$ cat config.mk
export PLATFORM = sky130hd
export DESIGN_NAME = aes_stream_packer_flat
export DESIGN_NICKNAME = d
export VERILOG_FILES = /design/src/rtl/aes_stream_packer_if.sv /design/src/rtl/aes_stream_packer.sv /design/src/flat_wrapper.sv
export SDC_FILE = /design/constraint.sdc
export NUM_CORES = 1
export LEC_CHECK = 0
export ABC_CLOCK_PERIOD_IN_PS = 5600
export CAP_MARGIN = 20
export CORE_ASPECT_RATIO = 1.2
export CORE_MARGIN = 5
export CORE_UTILIZATION = 52
export CTS_CLUSTER_DIAMETER = 50
export DETAILED_ROUTE_END_ITERATION = 8
export PLACE_DENSITY = 0.86
export SLEW_MARGIN = 20
export SYNTH_ARGS = -nofsm -noshare
export SYNTH_HDL_FRONTEND = slang
export SYNTH_SLANG_ARGS = --single-unit
$ cat constraint.sdc
create_clock -name clk -period 5.6 [get_ports clk]
set_input_delay 1.12 -clock clk [delete_from_list [all_inputs] [get_ports clk]]
set_output_delay 1.12 -clock clk [all_outputs]
set_load 0.02 [all_outputs]
$ cat src/rtl/aes_stream_packer_if.sv
// -----------------------------------------------------------------------------
// aes_stream_packer_if
// Valid/ready stream bundle used on the four data ports of aes_stream_packer.
//   valid : producer has a word/block on data
//   ready : consumer can take it this cycle
//   data  : payload, W bits
// A transfer happens on a rising edge where valid && ready. The producer keeps
// valid high and data stable until that transfer.
// Modports: master = producer side, slave = consumer side.
// -----------------------------------------------------------------------------
interface aes_stream_packer_if #(
    parameter int W = 32
);
    logic         valid;
    logic         ready;
    logic [W-1:0] data;

    modport master (output valid, output data, input ready);
    modport slave  (input valid, input data, output ready);
endinterface

$ cat src/rtl/aes_stream_packer.sv
// -----------------------------------------------------------------------------
// aes_stream_packer
// Adapter between the HWPE streamer and the AES round core. Packs the 32-bit
// plaintext stream into 128-bit blocks, unpacks 128-bit ciphertext blocks into
// the 32-bit sink stream, counts blocks and reports job completion.
//
// Ports:
//   clk, reset_n   clock, asynchronous active-low reset
//   clear          synchronous clear, same effect as reset
//   start_i        job start (IDLE only), latches nb_blocks_i
//   enable_i       0 blocks new acceptances (pt/ctb ready forced low)
//   nb_blocks_i    number of blocks in the job
//   pt   (slave)   plaintext words in
//   blk  (master)  packed plaintext blocks out to the core
//   ctb  (slave)   ciphertext blocks in from the core
//   ct   (master)  ciphertext words out to the sink
//   busy_o         job in progress (RUN or DONE)
//   done_o         one-cycle completion pulse
//   in_cnt_o       blocks handed to the core
//   out_cnt_o      blocks fully emitted to the sink
//
// State | meaning
// ------+----------------------------------------------------
// IDLE  | waiting for start_i
// RUN   | packing/unpacking until the last ct word is taken
// DONE  | done_o pulse, returns to IDLE next cycle
// -----------------------------------------------------------------------------
module aes_stream_packer #(
    parameter int WORD_W  = 32,
    parameter int BLOCK_W = 128,
    parameter int CNT_W   = 16
) (
    input  logic                       clk,
    input  logic                       reset_n,
    input  logic                       clear,
    input  logic                       start_i,
    input  logic                       enable_i,
    input  logic [CNT_W-1:0]           nb_blocks_i,
    aes_stream_packer_if.slave         pt,
    aes_stream_packer_if.master        blk,
    aes_stream_packer_if.slave         ctb,
    aes_stream_packer_if.master        ct,
    output logic                       busy_o,
    output logic                       done_o,
    output logic [CNT_W-1:0]           in_cnt_o,
    output logic [CNT_W-1:0]           out_cnt_o
);
    localparam int WPB   = BLOCK_W / WORD_W;
    localparam int IDX_W = (WPB > 1) ? $clog2(WPB) : 1;
    localparam logic [IDX_W-1:0] LAST_IDX = IDX_W'(WPB - 1);

    typedef enum logic [1:0] {IDLE, RUN, DONE} state_t;
    state_t state_q, state_d;

    logic [CNT_W-1:0]   nb_q, in_cnt_q, out_cnt_q;
    logic [IDX_W-1:0]   pk_idx_q, ub_idx_q;
    logic [BLOCK_W-1:0] pk_data_q, ub_data_q;
    logic               blk_valid_q, ub_full_q;

    logic run, job_start, pt_fire, blk_fire, ctb_fire, ct_fire, last_word, job_end;

    assign run       = (state_q == RUN);
    assign job_start = (state_q == IDLE) && start_i;

    assign pt.ready  = run && enable_i && !blk_valid_q && (in_cnt_q < nb_q);
    assign ctb.ready = run && enable_i && !ub_full_q;
    assign blk.valid = blk_valid_q;
    assign blk.data  = pk_data_q;
    assign ct.valid  = ub_full_q;
    // The unpack buffer shifts left on every word, so the current word is
    // always in the top slice.
    assign ct.data   = ub_data_q[BLOCK_W-1 -: WORD_W];

    // Output-side transfers ignore enable_i so a raised valid is never stranded.
    assign pt_fire   = pt.valid && pt.ready;
    assign blk_fire  = blk_valid_q && blk.ready;
    assign ctb_fire  = ctb.valid && ctb.ready;
    assign ct_fire   = ub_full_q && ct.ready;
    assign last_word = ct_fire && (ub_idx_q == LAST_IDX);
    assign job_end   = run && last_word && ((out_cnt_q + CNT_W'(1)) == nb_q);

    assign busy_o    = (state_q == RUN) || (state_q == DONE);
    assign done_o    = (state_q == DONE);
    assign in_cnt_o  = in_cnt_q;
    assign out_cnt_o = out_cnt_q;

    always_ff @(posedge clk or negedge reset_n) begin
        if (!reset_n) begin
            state_q <= IDLE;
        end else if (clear) begin
            state_q <= IDLE;
        end else begin
            state_q <= state_d;
        end
    end

    always_comb begin
        state_d = state_q;
        unique case (state_q)
            IDLE:    if (start_i) state_d = (nb_blocks_i == '0) ? DONE : RUN;
            RUN:     if (job_end) state_d = DONE;
            DONE:    state_d = IDLE;
            default: state_d = IDLE;
        endcase
    end

    always_ff @(posedge clk or negedge reset_n) begin
        if (!reset_n) begin
            nb_q        <= '0;
            in_cnt_q    <= '0;
            out_cnt_q   <= '0;
            pk_idx_q    <= '0;
            ub_idx_q    <= '0;
            pk_data_q   <= '0;
            ub_data_q   <= '0;
            blk_valid_q <= 1'b0;
            ub_full_q   <= 1'b0;
        end else if (clear) begin
            nb_q        <= '0;
            in_cnt_q    <= '0;
            out_cnt_q   <= '0;
            pk_idx_q    <= '0;
            ub_idx_q    <= '0;
            pk_data_q   <= '0;
            ub_data_q   <= '0;
            blk_valid_q <= 1'b0;
            ub_full_q   <= 1'b0;
        end else if (job_start) begin
            nb_q        <= nb_blocks_i;
            in_cnt_q    <= '0;
            out_cnt_q   <= '0;
            pk_idx_q    <= '0;
            ub_idx_q    <= '0;
            blk_valid_q <= 1'b0;
            ub_full_q   <= 1'b0;
        end else begin
            // Pack: shift words in from the LSB end so the first word ends in the MSBs.
            if (pt_fire) begin
                pk_data_q <= {pk_data_q[BLOCK_W-WORD_W-1:0], pt.data};
                pk_idx_q  <= (pk_idx_q == LAST_IDX) ? '0 : pk_idx_q + IDX_W'(1);
                if (pk_idx_q == LAST_IDX) blk_valid_q <= 1'b1;
            end
            if (blk_fire) begin
                blk_valid_q <= 1'b0;
                if (in_cnt_q != nb_q) in_cnt_q <= in_cnt_q + CNT_W'(1);
            end

            // Unpack: ctb_ready requires an empty buffer, so load and drain never overlap.
            if (ctb_fire) begin
                ub_data_q <= ctb.data;
                ub_full_q <= 1'b1;
                ub_idx_q  <= '0;
            end else if (ct_fire) begin
                ub_data_q <= ub_data_q << WORD_W;
                ub_idx_q  <= (ub_idx_q == LAST_IDX) ? '0 : ub_idx_q + IDX_W'(1);
                if (ub_idx_q == LAST_IDX) begin
                    ub_full_q <= 1'b0;
                    if (out_cnt_q != nb_q) out_cnt_q <= out_cnt_q + CNT_W'(1);
                end
            end
        end
    end
endmodule

$ cat src/flat_wrapper.sv
// flat-port wrapper written by rule: the top's interface ports become plain ports
module aes_stream_packer_flat 
#(
    parameter int WORD_W  = 32,
    parameter int BLOCK_W = 128,
    parameter int CNT_W   = 16
)
  (clk, reset_n, clear, start_i, enable_i, nb_blocks_i, busy_o, done_o, in_cnt_o, out_cnt_o, pt_valid, pt_data, pt_ready, blk_valid, blk_data, blk_ready, ctb_valid, ctb_data, ctb_ready, ct_valid, ct_data, ct_ready);
  aes_stream_packer_if #(.W(WORD_W)) pt_i ();
  aes_stream_packer_if #(.W(BLOCK_W)) blk_i ();
  aes_stream_packer_if #(.W(BLOCK_W)) ctb_i ();
  aes_stream_packer_if #(.W(WORD_W)) ct_i ();
  input  logic clk;
  input  logic reset_n;
  input  logic clear;
  input  logic start_i;
  input  logic enable_i;
  input  logic [CNT_W-1:0] nb_blocks_i;
  output logic busy_o;
  output logic done_o;
  output logic [CNT_W-1:0] in_cnt_o;
  output logic [CNT_W-1:0] out_cnt_o;
  input wire logic [$bits(pt_i.valid)-1:0] pt_valid;
  input wire logic [$bits(pt_i.data)-1:0] pt_data;
  output wire logic [$bits(pt_i.ready)-1:0] pt_ready;
  output wire logic [$bits(blk_i.valid)-1:0] blk_valid;
  output wire logic [$bits(blk_i.data)-1:0] blk_data;
  input wire logic [$bits(blk_i.ready)-1:0] blk_ready;
  input wire logic [$bits(ctb_i.valid)-1:0] ctb_valid;
  input wire logic [$bits(ctb_i.data)-1:0] ctb_data;
  output wire logic [$bits(ctb_i.ready)-1:0] ctb_ready;
  output wire logic [$bits(ct_i.valid)-1:0] ct_valid;
  output wire logic [$bits(ct_i.data)-1:0] ct_data;
  input wire logic [$bits(ct_i.ready)-1:0] ct_ready;
  assign pt_i.valid = pt_valid;
  assign pt_i.data = pt_data;
  assign pt_ready = pt_i.ready;
  assign blk_valid = blk_i.valid;
  assign blk_data = blk_i.data;
  assign blk_i.ready = blk_ready;
  assign ctb_i.valid = ctb_valid;
  assign ctb_i.data = ctb_data;
  assign ctb_ready = ctb_i.ready;
  assign ct_valid = ct_i.valid;
  assign ct_data = ct_i.data;
  assign ct_i.ready = ct_ready;
  aes_stream_packer #(.WORD_W(WORD_W), .BLOCK_W(BLOCK_W), .CNT_W(CNT_W)) u_core (.clk(clk), .reset_n(reset_n), .clear(clear), .start_i(start_i), .enable_i(enable_i), .nb_blocks_i(nb_blocks_i), .pt(pt_i), .blk(blk_i), .ctb(ctb_i), .ct(ct_i), .busy_o(busy_o), .done_o(done_o), .in_cnt_o(in_cnt_o), .out_cnt_o(out_cnt_o));
endmodule
==> summary.md <==
| Metric | Value |
|---|---|
| Chip height | 189 µm |
| Number of antenna violations at the first check in global routing | 10 |
| Sw frac | 0.233 |
| Worst EP arrival | slightly above 3 ns |
| #FFs+latches synth | 312 |
| EDFF count, synth | 0 |
| Area occupied by multi-input gates | about 5500 µm² |
| WL per Instance | between 20 and 25 µm |
| Clock root buffer | clkbuf_16 |
| Hpwl dp | roughly 29000 µm |
| Number of hold buffers added after CTS | 0 |
| Post-layout min period | around 4.2 ns |
| Nets@finish | 1823 |
| RSZ-0062 raised after global routing | false |
| Post-synth top flop | dfrtp_1 |
| Fmax | around 240 MHz |
| CTS tree | yes |
| Post-Place Worst Slack | approximately 1.5 ns |
| # rows | 65 |
| CTS H-tree lvls | 1 |
| Clk buf depth | 3 |
| Synth warn | 0 |
| Cells after DPL | 1917 |
| Initial Utilization | 0.528 |
| Post-synthesis simple-gate area fraction | 0.107 |
| Clk slew on worst S/H paths | approximately 0.06 ns |
| Detailed Routing Iterations Pass 1 | 6 |
| Drt first-iter violations | a little under 700 |
| Postcts setup bufs | 0 |
| Setup TNS | 0 ns |
| Leak Pwr | between 8 and 9 nW |
| Setup CP Type | flip-flop to output port |
| Peak VDD IR | between 200 and 250 µV |
| Asr flop ratio synth | 1.00 |
| Setup violations, final | 0 |
| Logic pwr share | 0.087 |
| Worst-Skew Late Latency | between 0.5 and 0.6 ns |
| Crit-path max FO | 5 |
| Clk sinks | around 310 |
| Die area | ~30000 µm² |
| Critical Path RT | 4.48 ns |
| DRC | 0 |
| Status | completed |
| Switching power | about 1.1 mW |
| First-pass GRT wire length | 64100 µm |
| Synth Area in Adders | 0.0207 |
| Vias per cell | between 5 and 6 |
| Detail Route Antenna Nets | 0 |
| Post-Route WL | between 40000 and 50000 µm |
| Mapped Avg Cell Area | 10.7 µm² |
| Synth top cells by count | dfrtp_1, nand2_1, o21ai_0 |
| Pwr Total | 4.70 mW |
| Die width | between 150 and 200 µm |
| Gate Count Post-Synth | around 1300 |
| Synth-to-Final Area Change | 35.0% |
| Worst-Margin Slew | roughly 1.1 ns |
| GRT Total Usage | 0.260 |
| Sequential area share after synthesis | 0.561 |
| Worst setup EP type | output port |
| Relative slew slack | 0.260 |
| Final period utilization | 0.756 |
| Final Hold Slack | approximately 0.48 ns |
| Routed via count | 11300 |
| Clk_skew | 0.00884 ns |
| Slew Limit Fails | 0 |
| Area fraction in compound gates after synthesis | 0.161 |
| XOR/XNOR share of the synthesized area | 0.0271 |
| Post-route insts no fill | approximately 2000 |
| Clock power share | 0.426 |
| Max-Cap Viols | 0 |
| Post-synthesis mux area share | 0.0744 |
| Synth unique cells | 46 |
| Layout cells sized above 1 | 0.0470 |
| Vias in the first global route | 11800 |
| CTS Buf Count | 31 |
| Fillers | between 1500 and 2000 |
| Pin count of the biggest net entering global routing | between 100 and 150 |
| Largest family of logic cells by synthesized area | compound AO/OA/AOI/OAI gates |
| Startpoint Class | flip-flop |
| Cell area after synthesis | 13900 µm² |
| Internal | roughly 3.6 mW |
| Fin worst setup slack | approximately 1.4 ns |
| Reg power frac | 0.487 |
| Top area cells in the synthesized netlist | dfrtp_1, a22o_1, mux2i_1 |
| Post-synth top area share | 0.561 |
| Leading area contributor after synthesis | dfrtp_1 |
| Pwr dens | roughly 250 nW/µm² |
| RD Place Congestion | between 0.8 and 0.9 |
| FF/Latch Area | just under 8000 µm² |
| Hold Crit Class | flip-flop to flip-flop |
| Final Hold Fails | 0 |
| Input/output buffers | 382 |
| Count leader, synth | dfrtp_1 |
| Post-CTS resize count | 0 |
| GRT overflow | 0 |
| Total core area | roughly 26000 µm² |
| Syn Nets | 1509 |
| Ports | between 300 and 400 |
## final timing paths
check / slack [ns] / startpoint / depth (start not counted) / to
min: 0.48 / u_core.ub_data_q[28] / 2 / u_core.ub_data_q[28]
max: 1.37 / u_core.nb_q[13] / 8 / pt_ready
min reg2reg: 0.48 / u_core.ub_data_q[28] / 2 / u_core.ub_data_q[28]
max in group asynchronous: 3.67 / reset_n / 2 / u_core.ub_data_q[111]
min in group asynchronous: 0.63 / reset_n / 1 / u_core.in_cnt_o[12]
max reg2reg: 1.73 / u_core.nb_q[13] / 9 / u_core.blk.data[34]
## routing by layer
metal | global-route usage | up-vias | routed length [µm] | share of wire
met5 | 0 | - | 62 | 0.0015
li1 | - | 5182 | - | -
met1 | 0.318 | 5576 | 16000 | 0.39
met3 | 0.0821 | 94 | 3450 | 0.084
met4 | 0.0893 | 10 | 1410 | 0.034
met2 | 0.437 | 467 | 20100 | 0.49
## power groups by stage
stage / clock (mW) / sequential (mW) / combinational [mW]
floorplan: 0 / 2.33 / 0.157
global placement: 0 / 2.33 / 0.399
detailed placement: 0 / 2.33 / 0.406
CTS: 2.04 / 2.29 / 0.410
global route: 2.13 / 2.29 / 0.445
finish: 2.00 / 2.29 / 0.409
## cell families (layout without fill, tap and decap cells)
kind of cell,Yosys count,count (layout)
and+or+nand+nor,342,342
AOI/OAI and AO/OA,336,336
DFF,312,312
buffers and inverters,142,479
muxes,103,103
xor gates and xnor gates,43,43
adders and majority gates,23,23
other,0,5
## layout by cell type, fill, tap and decap left out, drive strengths merged, types with 12 or more instances in the layout
cell | synthesis | layout
clkdlybuf4s50 | 0 | 381
dfrtp | 312 | 312
nand2 | 219 | 219
o21ai | 155 | 155
a22o | 129 | 129
mux2i | 100 | 100
clkbuf | 73 | 44
nor2 | 42 | 42
inv | 26 | 30
a21oi | 27 | 27
xor2 | 24 | 24
ha | 23 | 23
xnor2 | 19 | 19
buf | 43 | 16
nand4 | 13 | 13
nand3 | 12 | 12
## metrics by stage
stage          utilization  area (µm²)
5_1_grt              0.713       18800
6_report             0.713       18800
3_3_place_gp         0.675       17800
3_5_place_dp         0.675       17800
2_1_floorplan            -       13900
4_1_cts              0.713       18800
## registers in the layout, summed over array words and instances (netlist names)
signal / flops
u_core.in_cnt_o: 16
u_core.state_q: 2
u_core.ub_idx_q: 2
u_core.ct.valid: 1
u_core.blk.valid: 1
u_core.out_cnt_o: 16
u_core.nb_q: 16
u_core.blk.data: 128
u_core.ub_data_q: 128
u_core.pk_idx_q: 2
## critical path, stage by stage, from the launching register on
cell and delay, ns:
dfrtp_1 0.41, inv_1 0.12, ha_1 0.33, nand2_1 0.08
nor4_1 0.55, o31ai_1 0.16, buf_4 0.21, and3_1 0.18
clkdlybuf4s50_1 0.53
## final cells by class
class,instances,area share
flip-flops and latches,312,0.416
multi-input cells,847,0.292
clock buffers,44,0.0466
well taps,335,0.0223
inverters,26,0.00519
clock inverters,12,0.00613
diodes,5,0.000666
repair buffers,397,0.212
Note: power is estimated with default switching activity, not from simulation.
